$ cat src/rtl/i2c_config_sequencer_if.sv
// Write-port bundle between the configuration sequencer and the I2C write master.
// The sequencer uses the master modport. The I2C master block uses the slave modport.
interface i2c_config_sequencer_if;
    logic [6:0] slav_addr;
    logic       read_not_write;
    logic [7:0] reg_addr;
    logic [7:0] write_data;
    logic       write_valid;
    logic       write_ready;
    logic       error;

    modport master (
        output slav_addr, read_not_write, reg_addr, write_data, write_valid,
        input  write_ready, error
    );

    modport slave (
        input  slav_addr, read_not_write, reg_addr, write_data, write_valid,
        output write_ready, error
    );
endinterface

$ cat src/rtl/i2c_config_sequencer.sv
// Walks a codec configuration ROM and issues one I2C register write per entry, with delay entries and NACK handling.
// Define I2C_CFG_RETRY_EN to retry a NACKed entry up to MAX_RETRIES times before failing.
module i2c_config_sequencer #(
    parameter logic [6:0] SLAVE_ADDR  = 7'h1A,
    parameter int         ADDR_W      = 6,
    parameter int         GAP_CYCLES  = 4,
    parameter int         DELAY_UNIT  = 20,
    parameter int         MAX_RETRIES = 3
) (
    input  logic                  clk,
    input  logic                  rst_n,
    input  logic                  start,
    output logic [ADDR_W-1:0]     rom_addr,
    input  logic [15:0]           rom_data,
    i2c_config_sequencer_if.master bus,
    output logic                  busy,
    output logic                  done,
    output logic                  fail,
    output logic [ADDR_W-1:0]     fail_index
);

    typedef enum logic [3:0] {
        S_IDLE,
        S_FETCH,
        S_DECODE,
        S_ISSUE,
        S_WAIT_BUSY,
        S_WAIT_DONE,
        S_GAP,
        S_DELAY,
        S_ADVANCE,
        S_DONE,
        S_FAIL
`ifdef I2C_CFG_RETRY_EN
        , S_RETRY_GAP
`endif
    } state_e;

    localparam logic [ADDR_W-1:0] LAST_ADDR = '1;

    state_e      state, state_nxt;
    logic [15:0] cnt;
    logic [7:0]  reg_q, data_q;
    logic        is_end, is_delay, delay_zero, cnt_last;

    assign is_end     = (rom_data == 16'hFFFF);
    assign is_delay   = (rom_data[15:8] == 8'hFE);
    assign delay_zero = (rom_data[7:0] == 8'h00);
    assign cnt_last   = (cnt <= 16'd1);

`ifdef I2C_CFG_RETRY_EN
    localparam int RETRY_W = $clog2(MAX_RETRIES + 2);
    logic [RETRY_W-1:0] retry_cnt;
    logic               retry_ok;
    assign retry_ok = (int'(retry_cnt) < MAX_RETRIES);
`endif

    // NOTE: state registers use non-blocking assignments so every flop samples pre-edge values.
    always_ff @(posedge clk or negedge rst_n) begin
        if (!rst_n) state <= S_IDLE;
        else        state <= state_nxt;
    end

    // NOTE: state_nxt gets a default before the case so no path leaves it unassigned (no latch).
    always_comb begin
        state_nxt = state;
        unique case (state)
            S_IDLE, S_DONE, S_FAIL: if (start) state_nxt = S_FETCH;
            S_FETCH:                state_nxt = S_DECODE;
            S_DECODE: begin
                if (is_end)        state_nxt = S_DONE;
                else if (is_delay) state_nxt = delay_zero ? S_ADVANCE : S_DELAY;
                else               state_nxt = S_ISSUE;
            end
            S_ISSUE:     if (bus.write_ready)  state_nxt = S_WAIT_BUSY;
            S_WAIT_BUSY: if (!bus.write_ready) state_nxt = S_WAIT_DONE;
            S_WAIT_DONE: begin
                if (bus.write_ready) begin
                    if (!bus.error)    state_nxt = S_GAP;
`ifdef I2C_CFG_RETRY_EN
                    else if (retry_ok) state_nxt = S_RETRY_GAP;
`endif
                    else               state_nxt = S_FAIL;
                end
            end
            S_GAP:       if (cnt_last) state_nxt = S_ADVANCE;
            S_DELAY:     if (cnt_last) state_nxt = S_ADVANCE;
`ifdef I2C_CFG_RETRY_EN
            S_RETRY_GAP: if (cnt_last) state_nxt = S_ISSUE;
`endif
            S_ADVANCE:   state_nxt = (rom_addr == LAST_ADDR) ? S_DONE : S_FETCH;
            default:     state_nxt = S_IDLE;
        endcase
    end

    always_comb begin
        bus.write_valid = (state == S_ISSUE);
        busy            = !(state inside {S_IDLE, S_DONE, S_FAIL});
        done            = (state == S_DONE);
        fail            = (state == S_FAIL);
    end

    assign bus.slav_addr      = SLAVE_ADDR;
    assign bus.read_not_write = 1'b0;
    assign bus.reg_addr       = reg_q;
    assign bus.write_data     = data_q;

    // One down-counter serves the post-write gap, the retry gap and delay entries.
    always_ff @(posedge clk or negedge rst_n) begin
        if (!rst_n) begin
            rom_addr   <= '0;
            reg_q      <= '0;
            data_q     <= '0;
            cnt        <= '0;
            fail_index <= '0;
`ifdef I2C_CFG_RETRY_EN
            retry_cnt  <= '0;
`endif
        end else begin
            unique case (state)
                S_IDLE, S_DONE, S_FAIL: begin
                    if (start) begin
                        rom_addr  <= '0;
`ifdef I2C_CFG_RETRY_EN
                        retry_cnt <= '0;
`endif
                    end
                end
                S_DECODE: begin
                    if (is_delay) begin
                        cnt <= 16'(rom_data[7:0] * DELAY_UNIT);
                    end else if (!is_end) begin
                        reg_q  <= rom_data[15:8];
                        data_q <= rom_data[7:0];
                    end
                end
                S_WAIT_DONE: begin
                    if (bus.write_ready) begin
                        cnt <= 16'(GAP_CYCLES);
                        if (bus.error) begin
`ifdef I2C_CFG_RETRY_EN
                            if (retry_ok) retry_cnt  <= retry_cnt + RETRY_W'(1);
                            else          fail_index <= rom_addr;
`else
                            fail_index <= rom_addr;
`endif
                        end
                    end
                end
`ifdef I2C_CFG_RETRY_EN
                S_GAP, S_DELAY, S_RETRY_GAP: cnt <= cnt - 16'd1;
`else
                S_GAP, S_DELAY: cnt <= cnt - 16'd1;
`endif
                S_ADVANCE: begin
                    if (rom_addr != LAST_ADDR) rom_addr <= rom_addr + ADDR_W'(1);
`ifdef I2C_CFG_RETRY_EN
                    retry_cnt <= '0;
`endif
                end
                default: ;
            endcase
        end
    end

endmodule

$ cat src/flat_wrapper.sv
// flat-port wrapper written by rule: the top's interface ports become plain ports
module i2c_config_sequencer_flat 
#(
    parameter logic [6:0] SLAVE_ADDR  = 7'h1A,
    parameter int         ADDR_W      = 6,
    parameter int         GAP_CYCLES  = 4,
    parameter int         DELAY_UNIT  = 20,
    parameter int         MAX_RETRIES = 3
)
  (clk, rst_n, start, rom_addr, rom_data, busy, done, fail, fail_index, bus_slav_addr, bus_read_not_write, bus_reg_addr, bus_write_data, bus_write_valid, bus_write_ready, bus_error);
  i2c_config_sequencer_if bus_i ();
  input  logic clk;
  input  logic rst_n;
  input  logic start;
  output logic [ADDR_W-1:0] rom_addr;
  input  logic [15:0] rom_data;
  output logic busy;
  output logic done;
  output logic fail;
  output logic [ADDR_W-1:0] fail_index;
  output wire logic [$bits(bus_i.slav_addr)-1:0] bus_slav_addr;
  output wire logic [$bits(bus_i.read_not_write)-1:0] bus_read_not_write;
  output wire logic [$bits(bus_i.reg_addr)-1:0] bus_reg_addr;
  output wire logic [$bits(bus_i.write_data)-1:0] bus_write_data;
  output wire logic [$bits(bus_i.write_valid)-1:0] bus_write_valid;
  input wire logic [$bits(bus_i.write_ready)-1:0] bus_write_ready;
  input wire logic [$bits(bus_i.error)-1:0] bus_error;
  assign bus_slav_addr = bus_i.slav_addr;
  assign bus_read_not_write = bus_i.read_not_write;
  assign bus_reg_addr = bus_i.reg_addr;
  assign bus_write_data = bus_i.write_data;
  assign bus_write_valid = bus_i.write_valid;
  assign bus_i.write_ready = bus_write_ready;
  assign bus_i.error = bus_error;
  i2c_config_sequencer #(.SLAVE_ADDR(SLAVE_ADDR), .ADDR_W(ADDR_W), .GAP_CYCLES(GAP_CYCLES), .DELAY_UNIT(DELAY_UNIT), .MAX_RETRIES(MAX_RETRIES)) u_core (.clk(clk), .rst_n(rst_n), .start(start), .rom_addr(rom_addr), .rom_data(rom_data), .bus(bus_i), .busy(busy), .done(done), .fail(fail), .fail_index(fail_index));
endmodule
$ cat config.mk
export PLATFORM = sky130hd
export DESIGN_NAME = i2c_config_sequencer_flat
export DESIGN_NICKNAME = d
export VERILOG_FILES = /design/src/rtl/i2c_config_sequencer_if.sv /design/src/rtl/i2c_config_sequencer.sv /design/src/flat_wrapper.sv
export SDC_FILE = /design/constraint.sdc
export NUM_CORES = 1
export LEC_CHECK = 0
export ABC_AREA = 1
export BUFFER_PORTS_ARGS = -buffer_cell sky130_fd_sc_hd__buf_2
export CORE_MARGIN = 3
export CORE_UTILIZATION = 45
export CTS_BUF_LIST = sky130_fd_sc_hd__clkbuf_4
export CTS_CLUSTER_DIAMETER = 30
export DETAILED_ROUTE_END_ITERATION = 8
export PLACE_DENSITY = 0.67
export SETUP_SLACK_MARGIN = 0.4
export SLEW_MARGIN = 20
export SYNTH_ARGS = -nofsm -noshare
export SYNTH_HDL_FRONTEND = slang
export SYNTH_SLANG_ARGS = --single-unit
$ cat constraint.sdc
create_clock -name clk -period 2.9 [get_ports clk]
set_input_delay 0.145 -clock clk [delete_from_list [all_inputs] [get_ports clk]]
set_output_delay 0.145 -clock clk [all_outputs]
set_load 0.01 [all_outputs]
Yosys cells after proc, flatten, opt, wreduce, memory -nomap -nowiden. Cells that the tools add are included.

Add/subtract/negate cells: 2. Multipliers: 1. $lt $le $gt $ge: 1. Equality and inequality tests: 21. Mux-type cells: 17. Bitwise logic cells: 2. Reduce and logical (&&, ||, !) cells: 13.

Operator list (count): $pmux 16 s3 (1); $mux 4 (10); $mux 16 (2); $pmux 4 s8 (1); $eq 16x16->1 const B (1); $eq 4x3->1 const B (4); $le 16x1->1 const B (1); $sub 16x1->16 const B (1); $eq 4x4->1 const B (3); $mux 6 (2); $pmux 6 s2 (1); $reduce_and 3->1 (4); $mul 8x3->11 const B (1); $eq 4x2->1 const B (2); $eq 8x8->1 const B (1); $logic_not 8->1 (1); $ne 2x1->1 const B (4); $add 6x1->6 const B (1); $eq 6x6->1 const B (1); $ne 2x2->1 const B (3); $ne 6x6->1 const B (1); $reduce_bool 3->1 (2); $reduce_and 5->1 (1); $eq 4x1->1 const B (1); other kinds (6) (7).

Flip-flop bits (word level): 48. Bits of input ports: 21. Output and inout port bits: 40. Word-level logic and storage cells: 63.

Longest topological paths before layout. Gate-level depths: netlist (run 1).

Depth after elaboration: 5. Depth in mapped cells: 12. Gate-level depth less buffers: 12.

Worst setup path after synthesis (run 1). OpenSTA, ideal clock, no wires.

Path kind: input -> register. From: input rom_data[1]. To: register u_core.cnt[9]. Setup time: 116 ps. Arrival time: 1540 ps. Required time: 2784 ps. Path slack: 1243 ps. Stages on the path: 10. Buffers on the path: 0. Cell sequence: ha_1 > ha_1 > fa_1 > nand2_1 > nand2_1 > a21o_1 > nand3_1 > o21ai_0 > nand2_1 > nand2_1.

Cells in the longest elaborated chain, start to end: 3.

Ends and longest elaborated chain: start, declared (RTL line flat_wrapper.sv:16) `input logic [15:0] rom_data;`; $mul 8x3->11 (RTL line i2c_config_sequencer.sv:131) `cnt <= 16'(rom_data[7:0] * DELAY_UNIT);`; $mux 16 (RTL line i2c_config_sequencer.sv:130) `if (is_delay) begin`; $pmux 16 s3 (RTL line i2c_config_sequencer.sv:120) `unique case (state)`; end signal, assigned (RTL line i2c_config_sequencer.sv:131); end signal, assigned (RTL line i2c_config_sequencer.sv:139) `cnt <= 16'(GAP_CYCLES);`; end signal, assigned (RTL line i2c_config_sequencer.sv:153) `S_GAP, S_DELAY: cnt <= cnt - 16'd1;`; end, declared (RTL line i2c_config_sequencer.sv:42) `logic [15:0] cnt;`.

Every way passes these cells. The select of a mux whose other input is x is not followed. A chain may end at the register's enable or synchronous reset.

Worst setup path after layout (run 1).
From: register u_core.state[3]. To: register u_core.cnt[6].

Cells in the longest elaborated chain, start to end: 4. Elaborated cells on any way between the ends: 10. Those cells by class: eq/ne (6); mux (1); reduce/logical (3).

Ends and longest elaborated chain: start, declared (RTL line i2c_config_sequencer.sv:41) `state_e state, state_nxt;`; start signal, assigned (RTL line i2c_config_sequencer.sv:61) `else state <= state_nxt;`; $eq 4x3->1 (RTL line i2c_config_sequencer.sv:120); $reduce_or 2->1 (no line); $reduce_bool 3->1 (no line); $reduce_and 3->1 (no line).

Parallel ways exist; a longest one is shown, timed or not.

==> metrics.txt, run 1 <==
Yosys top cell by area dfrtp_1; hold_sp rom_data[10]; largest family of logic cells by synthesized area simple AND/OR/NAND/NOR gates; Setup Total Neg Slack 0 ps; n_diodes 0; end point of the worst hold path u_core.bus.reg_addr[2]; CP Max Fanout 16; final core utilization 52.4%; Synth Area in XOR/XNOR 0.798%; Initial DRC Count 140; Tot Pwr 0.00305 W; Core Area 6940 um^2; Final Max Tran Viols 0; via count 3029; largest cells by area after synthesis dfrtp_1 37%, nand2_1 20%, nand3_1 7.3%; Cell variety after synth 31; post-synthesis adder-cell area fraction 6.31%; CP arrival 2230 ps; gr ovfl total 0; chip height 91.5 um; Port Buf Inserts 52; CTS tree done; Seq cells post-synth 48; P&R area growth vs syn 10.5%; most common cell after layout, fill and taps aside nand2_1; RSZ-0062 raised after global routing no; CP startpoint kind flop; final worst path period need 1970 ps; clk slew on worst S/H paths 130 ps; DIE AREA 8380 um^2; crit path cell chain inv_1 -> nand2_1 -> inv_1 -> nand2_1 -> nand2_2 -> nand2_4 -> nor2_4 -> o21ai_0 -> nand2_1 -> nand2_1; Avg WL per Cell 12.1 um; mean post-synth cell area 6.84 um^2; Clk Latency, worst-skew pair 370 ps; Initial Util 47.4%; Post-route DRC 0; status complete, no violations; Layout Cells excl Fill 627; number of global-route vias before repair 2883; post-route ant nets 0; Cells after Synth 481; I/O Pins 61; Max Clock Skew 19.4 ps; origin of the critical flop-to-flop path u_core.state[3]; R2R cell count 10; Final GP Congestion 0.889; Max Cap Viol 0; warnings from Yosys 0; leading cell types in the layout, fill and taps excluded 176 x nand2_1, 54 x nor2_1, 52 x inv_1; DIE WIDTH 91.5 um; first-pass GRT wire length 13.2 mm; Synth Area in Simple Gates 38.9%; Final Hold Vio Count 0; # setup viols final 0; dpl hpwl 5.87 mm; max incr delay on CP 420 ps; flop2flop setup slack 930 ps; worst min-delay path class input pin to flop; CTS Buffer Depth 2; clock sinks 48; Hold Path Depth 3; FMAX 0.508 GHz; WS Path Type flop to flop; Slew @ Worst Pin 628 ps; placed cell count 619; DR pass1 iterations 4; TritonCTS Buffers 5; final instance area 3640 um^2; root buf cell clkbuf_4; final cycle utilization of the critical path 67.8%; Power per Cell Area 838 nW/um^2; slew margin rel. 58.2%; leakage 2.10 nW; VDD IR max 402 uV; setup repair bufs after CTS 0; CTS Hold Buffers Added 0; initial antenna violation count 0; Worst path slowest cell dfrtp_1; reg-to-reg endpoint u_core.cnt[6]; multiplexer share of the synthesized area 0.684%; Placement Cell Area 3570 um^2; top cell type's share of synthesized area 36.5%; Total Wirelength 7.59 mm; post-synthesis sequential area ratio 36.5%; Crit path top cell by count nand2_1; Total GRT Usage 18.9%; Nets 568; Mapped Area 3290 um^2; # rows 30; largest net degree at the start of global routing 49; CP Capture Type flop; post-synthesis compound-gate area fraction 6.58%; CP required 3160 ps; routed vias/inst 4.83; number of H-tree levels 2; post-CTS sizing 0; layout cells sized above 1 16.2%
-- worst max path at each step --
stage                          from       endpoint  slack (ps)
floorplan               rom_data[1]  u_core.cnt[9]        1240
global placement        rom_data[1]  u_core.cnt[9]        1030
detailed placement  u_core.state[3]  u_core.cnt[6]         970
CTS                 u_core.state[3]  u_core.cnt[6]         950
global route        u_core.state[3]  u_core.cnt[6]         700
finish              u_core.state[3]  u_core.cnt[6]         930
-- power by group --
group | switching (W) | total [W] | internal, W
clock network | 0.000214 | 0.000313 | 0.0000992
registers | 0.000203 | 0.00111 | 0.000906
logic | 0.00107 | 0.00162 | 0.000551
total | 0.00149 | 0.00305 | 0.00156
-- synth_stat cells (all sizes together) --
library cell and n:
ha 15, clkbuf 1, o22ai 1, nand3b 3, conb 2, nand2 182
nor2 61, inv 55, a21o 1, nand4 3, clkinv 1, buf 15
xnor2 1, dfrtp 48, o21ai 31, or2 2, xor2 2, mux2 2
fa 1, a21oi 5, nand3 49
-- worst max-delay path, delay by kind of cell (launching register included) --
| kind | cells | cell delay, ps |
|---|---|---|
| AO/OA/AOI/OAI | 1 | 150 |
| buffers and inverters | 2 | 210 |
| flip-flops | 1 | 420 |
| AND/OR/NAND/NOR | 7 | 1080 |
-- routing by layer --
| metal | global-route usage [%] | part of all wire, % | wire length (um) | vias up |
|---|---|---|---|---|
| met2 | 30.3 | 46 | 3470 | 58 |
| met1 | 26.3 | 49 | 3690 | 1371 |
| met4 | 5.53 | 1.7 | 128 | 0 |
| met5 | 0 | 0 | 0 | - |
| met3 | 2.73 | 4.0 | 303 | 13 |
| li1 | - | - | - | 1587 |
-- area by class of cell --
class	count	area [um^2]
clock inverters	1	5.00
repair buffers	53	273
clock buffers	6	45.0
fillers	738	3310
multi-input cells	367	1780
flip-flops and latches	48	1200
well taps	96	120
inverters	56	210
-- cells by family (layout without fill, tap and decap cells) --
group | count (synthesis) | count (layout)
other | 2 | 8
and+or+nand+nor | 300 | 300
DFF | 48 | 48
buffers and inverters | 72 | 116
muxes | 2 | 2
xor gates and xnor gates | 3 | 3
adders and majority gates | 16 | 16
AOI/OAI and AO/OA | 38 | 38
-- per-stage QoR --
step                hold WS, ps  setup slack [ps]
global placement            394              1030
CTS                       0.234               945
global route               20.2               696
floorplan                  -151              1240
finish                     21.6               933
detailed placement          402               973
-- sequential cells by signal, summed over array words and instances (netlist names) --
signal	count
u_core.cnt	16
u_core.rom_addr	6
u_core.state	4
u_core.bus.reg_addr	8
u_core.fail_index	6
u_core.bus.write_data	8
Note: power is estimated with default switching activity, not from simulation.
==> inputs of run 2 (changes only) <==
--- a/config.mk
+++ b/config.mk
@@ -5,14 +5,14 @@
 export SDC_FILE = /design/constraint.sdc
 export NUM_CORES = 1
 export LEC_CHECK = 0
-export ABC_AREA = 1
+export ABC_AREA = 0
 export BUFFER_PORTS_ARGS = -buffer_cell sky130_fd_sc_hd__buf_2
 export CORE_MARGIN = 3
 export CORE_UTILIZATION = 45
 export CTS_BUF_LIST = sky130_fd_sc_hd__clkbuf_4
 export CTS_CLUSTER_DIAMETER = 30
 export DETAILED_ROUTE_END_ITERATION = 8
-export PLACE_DENSITY = 0.67
+export PLACE_DENSITY = 0.7
 export SETUP_SLACK_MARGIN = 0.4
 export SLEW_MARGIN = 20
 export SYNTH_ARGS = -nofsm -noshare
==> constraint.sdc (replaced) <==
create_clock -name clk -period 1.71 [get_ports clk]
set_input_delay 0.0855 -clock clk [delete_from_list [all_inputs] [get_ports clk]]
set_output_delay 0.0855 -clock clk [all_outputs]
set_load 0.01 [all_outputs]
==> run 2 against run 1 <==
Effect of this change:
- the flow now finishes with violations (negative setup slack)
- flip-flop and latch count unchanged
- first-iteration DRC count increased by 3.6%
- combinational power increased to 3.5 times the previous value
- clock skew decreased by 4.6 ps
- critical path type unchanged
==> metrics.txt, run 2 <==
status finished, violations left (was complete, no violations); failing checks negative setup slack; # setup viols final 13 (was 0); origin of the critical flop-to-flop path u_core.cnt[0] (was u_core.state[3]); root buf cell clkbuf_4 (unchanged); WS Path Type flop to flop (unchanged); leakage 2.31 nW (was 2.10 nW); largest cells by area after synthesis dfrtp_1 39%, mux2_2 8.0%, ha_1 6.1% (was dfrtp_1 37%, nand2_1 20%, nand3_1 7.3%); RSZ-0062 raised after global routing yes (was no); Logic pwr share 68.5% (was 53.3%); Slew @ Worst Pin 560 ps (was 628 ps); TritonCTS Buffers 5 (unchanged); Seq cells post-synth 48 (unchanged); slew margin rel. 62.7% (was 58.2%); Setup WS post-layout -155 ps (was 933 ps); mean post-synth cell area 9.54 um^2 (was 6.84 um^2); Port Buf Inserts 52 (unchanged); NetSw 0.00335 W (was 0.00149 W); CP startpoint kind flop (unchanged); Max Clock Skew 14.8 ps (was 19.4 ps); most frequent cell after synthesis dfrtp_1 (was nand2_1); VDD IR max 1130 uV (was 402 uV); Initial DRC Count 145 (was 140); via count 3182 (was 3029); Final Hold Vio Count 0 (unchanged); R2R cell count 7 (was 10); Core Area 6490 um^2 (was 6940 um^2); routed vias/inst 5.73 (was 4.83); post-synthesis sequential area ratio 38.9% (was 36.5%); number of global-route vias before repair 3109 (was 2883); Nets 514 (was 568); P_int 0.00492 W (was 0.00156 W); clock sinks 48 (unchanged); commonest register cell after synthesis dfrtp_1 (unchanged); initial antenna violation count 0 (unchanged); clock share of power 8.3% (was 10.3%); chip height 88.9 um (was 91.5 um); final worst path period need 1860 ps (was 1970 ps); number of synthesized flops with an enable pin 0 (unchanged); DIE AREA 7900 um^2 (was 8380 um^2); flop2flop setup slack -150 ps (was 930 ps); Mapped Area 3090 um^2 (was 3290 um^2); most common cell after layout, fill and taps aside buf_4 (was nand2_1); Initial Util 47.6% (was 47.4%); n_diodes 0 (unchanged); placed cell count 498 (was 619); reg-to-reg endpoint u_core.cnt[12] (was u_core.cnt[6]); clk slew on worst S/H paths 150 ps (was 130 ps); CTS tree done (unchanged); Final GP Congestion 0.838 (was 0.889); CP arrival 2120 ps (was 2230 ps); crit path to u_core.cnt[12] (was u_core.cnt[6]); Tot Pwr 0.00826 W (was 0.00305 W); warnings from Yosys 0 (unchanged); layout cells sized above 1 53.6% (was 16.2%); Yosys top cell by area dfrtp_1 (unchanged); CP Capture Type flop (unchanged); post-route ant nets 0 (unchanged); largest net degree at the start of global routing 29 (was 49); CP required 1970 ps (was 3160 ps); DIE WIDTH 88.9 um (was 91.5 um); CP Max Fanout 8 (was 16); P&R area growth vs syn 59.9% (was 10.5%); register share of total power 23.2% (was 36.4%); Power per Cell Area 1670 nW/um^2 (was 838 nW/um^2); CTS Buffer Depth 2 (unchanged); Post-synth top cells 48 x dfrtp_1, 30 x o21ai_0, 24 x a21oi_1 (was 176 x nand2_1, 54 x nor2_1, 52 x inv_1); Final Max Tran Viols 0 (unchanged); number of H-tree levels 2 (unchanged); Setup Total Neg Slack -1220 ps (was 0 ps); gr ovfl total 0 (unchanged); worst min-delay path class input pin to flop (unchanged); FMAX 0.536 GHz (was 0.508 GHz); Max Cap Viol 0 (unchanged); leading cell types in the layout, fill and taps excluded 64 x buf_4, 51 x buf_2, 47 x dfrtp_1 (was 176 x nand2_1, 54 x nor2_1, 52 x inv_1); Clk Latency, worst-skew pair 390 ps (was 370 ps); Total GRT Usage 23.8% (was 18.9%); Avg WL per Cell 17.7 um (was 12.1 um); Layout Cells excl Fill 555 (was 627); pre-CTS setup slack -219 ps (was 973 ps); Most flops, register u_core.cnt (unchanged); # rows 29 (was 30); Sw Ratio 40.5% (was 48.9%); final core utilization 76.1% (was 52.4%); top cell type's share of synthesized area 38.9% (was 36.5%); Post-route DRC 0 (unchanged); DR pass1 iterations 4 (unchanged); Cells after Synth 324 (was 481); Cell variety after synth 56 (was 31); launch point of the worst path u_core.cnt[0] (was u_core.state[3]); first-pass GRT wire length 14.5 mm (was 13.2 mm); Post-synth ARST share 100% (unchanged); dpl hpwl 5.84 mm (was 5.87 mm); I/O Pins 61 (unchanged); final cycle utilization of the critical path 109% (was 67.8%); max reg flops 16 (unchanged); Total Wirelength 9.81 mm (was 7.59 mm)
run 2: power by group through the flow:
stage          clock network [W]  registers, W  logic [W]
2_1_floorplan                  0       0.00199    0.00247
3_3_place_gp                   0       0.00188    0.00381
3_5_place_dp                   0       0.00190    0.00389
4_1_cts                 0.000693       0.00189    0.00500
5_1_grt                 0.000731       0.00197    0.00604
6_report                0.000685       0.00192    0.00566
run 2: how the worst min path moves through the flow:
stage / startpoint / end / slack, ps / cells past startpoint
finish: rom_data[5] / u_core.bus.write_data[5] / 40 / 2
global route: rom_data[5] / u_core.bus.write_data[5] / 50 / 2
CTS: rom_data[5] / u_core.bus.write_data[5] / 40 / 2
detailed placement: rst_n / u_core.state[1] / 100 / 1
global placement: rst_n / u_core.state[0] / 100 / 1
floorplan: rst_n / u_core.bus.reg_addr[0] / -210 / 0
run 2: kinds of logic (layout without fill, tap and decap cells):
family / Yosys count / in the layout / synth area share [%]
buffers and inverters: 27 / 175 / 4.86
other: 2 / 8 / 0.243
flip-flops: 48 / 48 / 38.9
adder cells (fa/ha/maj): 16 / 16 / 6.72
AO/OA/AOI/OAI: 93 / 93 / 18.5
AND/OR/NAND/NOR: 109 / 109 / 20.5
multiplexers: 24 / 24 / 8.87
XOR/XNOR: 5 / 5 / 1.42
run 2: cell type report:
| cell class | instances | area [um^2] |
|---|---|---|
| Clock inverter | 3 | 37.5 |
| Tap cell | 77 | 96.3 |
| Sequential cell | 48 | 1200 |
| Inverter | 7 | 26.3 |
| Clock buffer | 5 | 37.5 |
| Multi-Input combinational cell | 255 | 2240 |
| Timing Repair Buffer | 160 | 1300 |
| Fill cell | 398 | 1550 |
run 2: worst max-delay path, stage by stage, from the launching register on:
cell and delay [ps]:
dfrtp_1 430, inv_2 80, ha_4 120, or4b_4 480, nor2_4 260, a21oi_1 100, o21ai_1 140, o211ai_1 110
run 2: per-stage QoR:
| stage | instance area, um^2 | hold WS, ps |
|---|---|---|
| 4_1_cts | 4720 | 37.8 |
| 3_5_place_dp | 4050 | 103 |
| 2_1_floorplan | 3360 | -210 |
| 5_1_grt | 4940 | 50.6 |
| 3_3_place_gp | 4050 | 96.3 |
| 6_report | 4940 | 44.9 |
run 2: what timing repair did:
action | 4_1_cts | 5_1_grt
resized for setup | 73 | 25
endpoints found under the setup margin | 52 | 52
cloned | 1 | 1
hold endpoints to repair | 29 | 0
hold buffers | 10 | 0
setup buffers | 27 | 10
pin swaps | 26 | 34
run 2: layer usage:
layer	GRT usage, %	vias to the layer above	share of wire, %
met4	11.3	0	2.3
met2	41.6	115	52
met3	4.38	29	4.7
met5	0	-	0
met1	28.1	1555	41
li1	-	1483	-
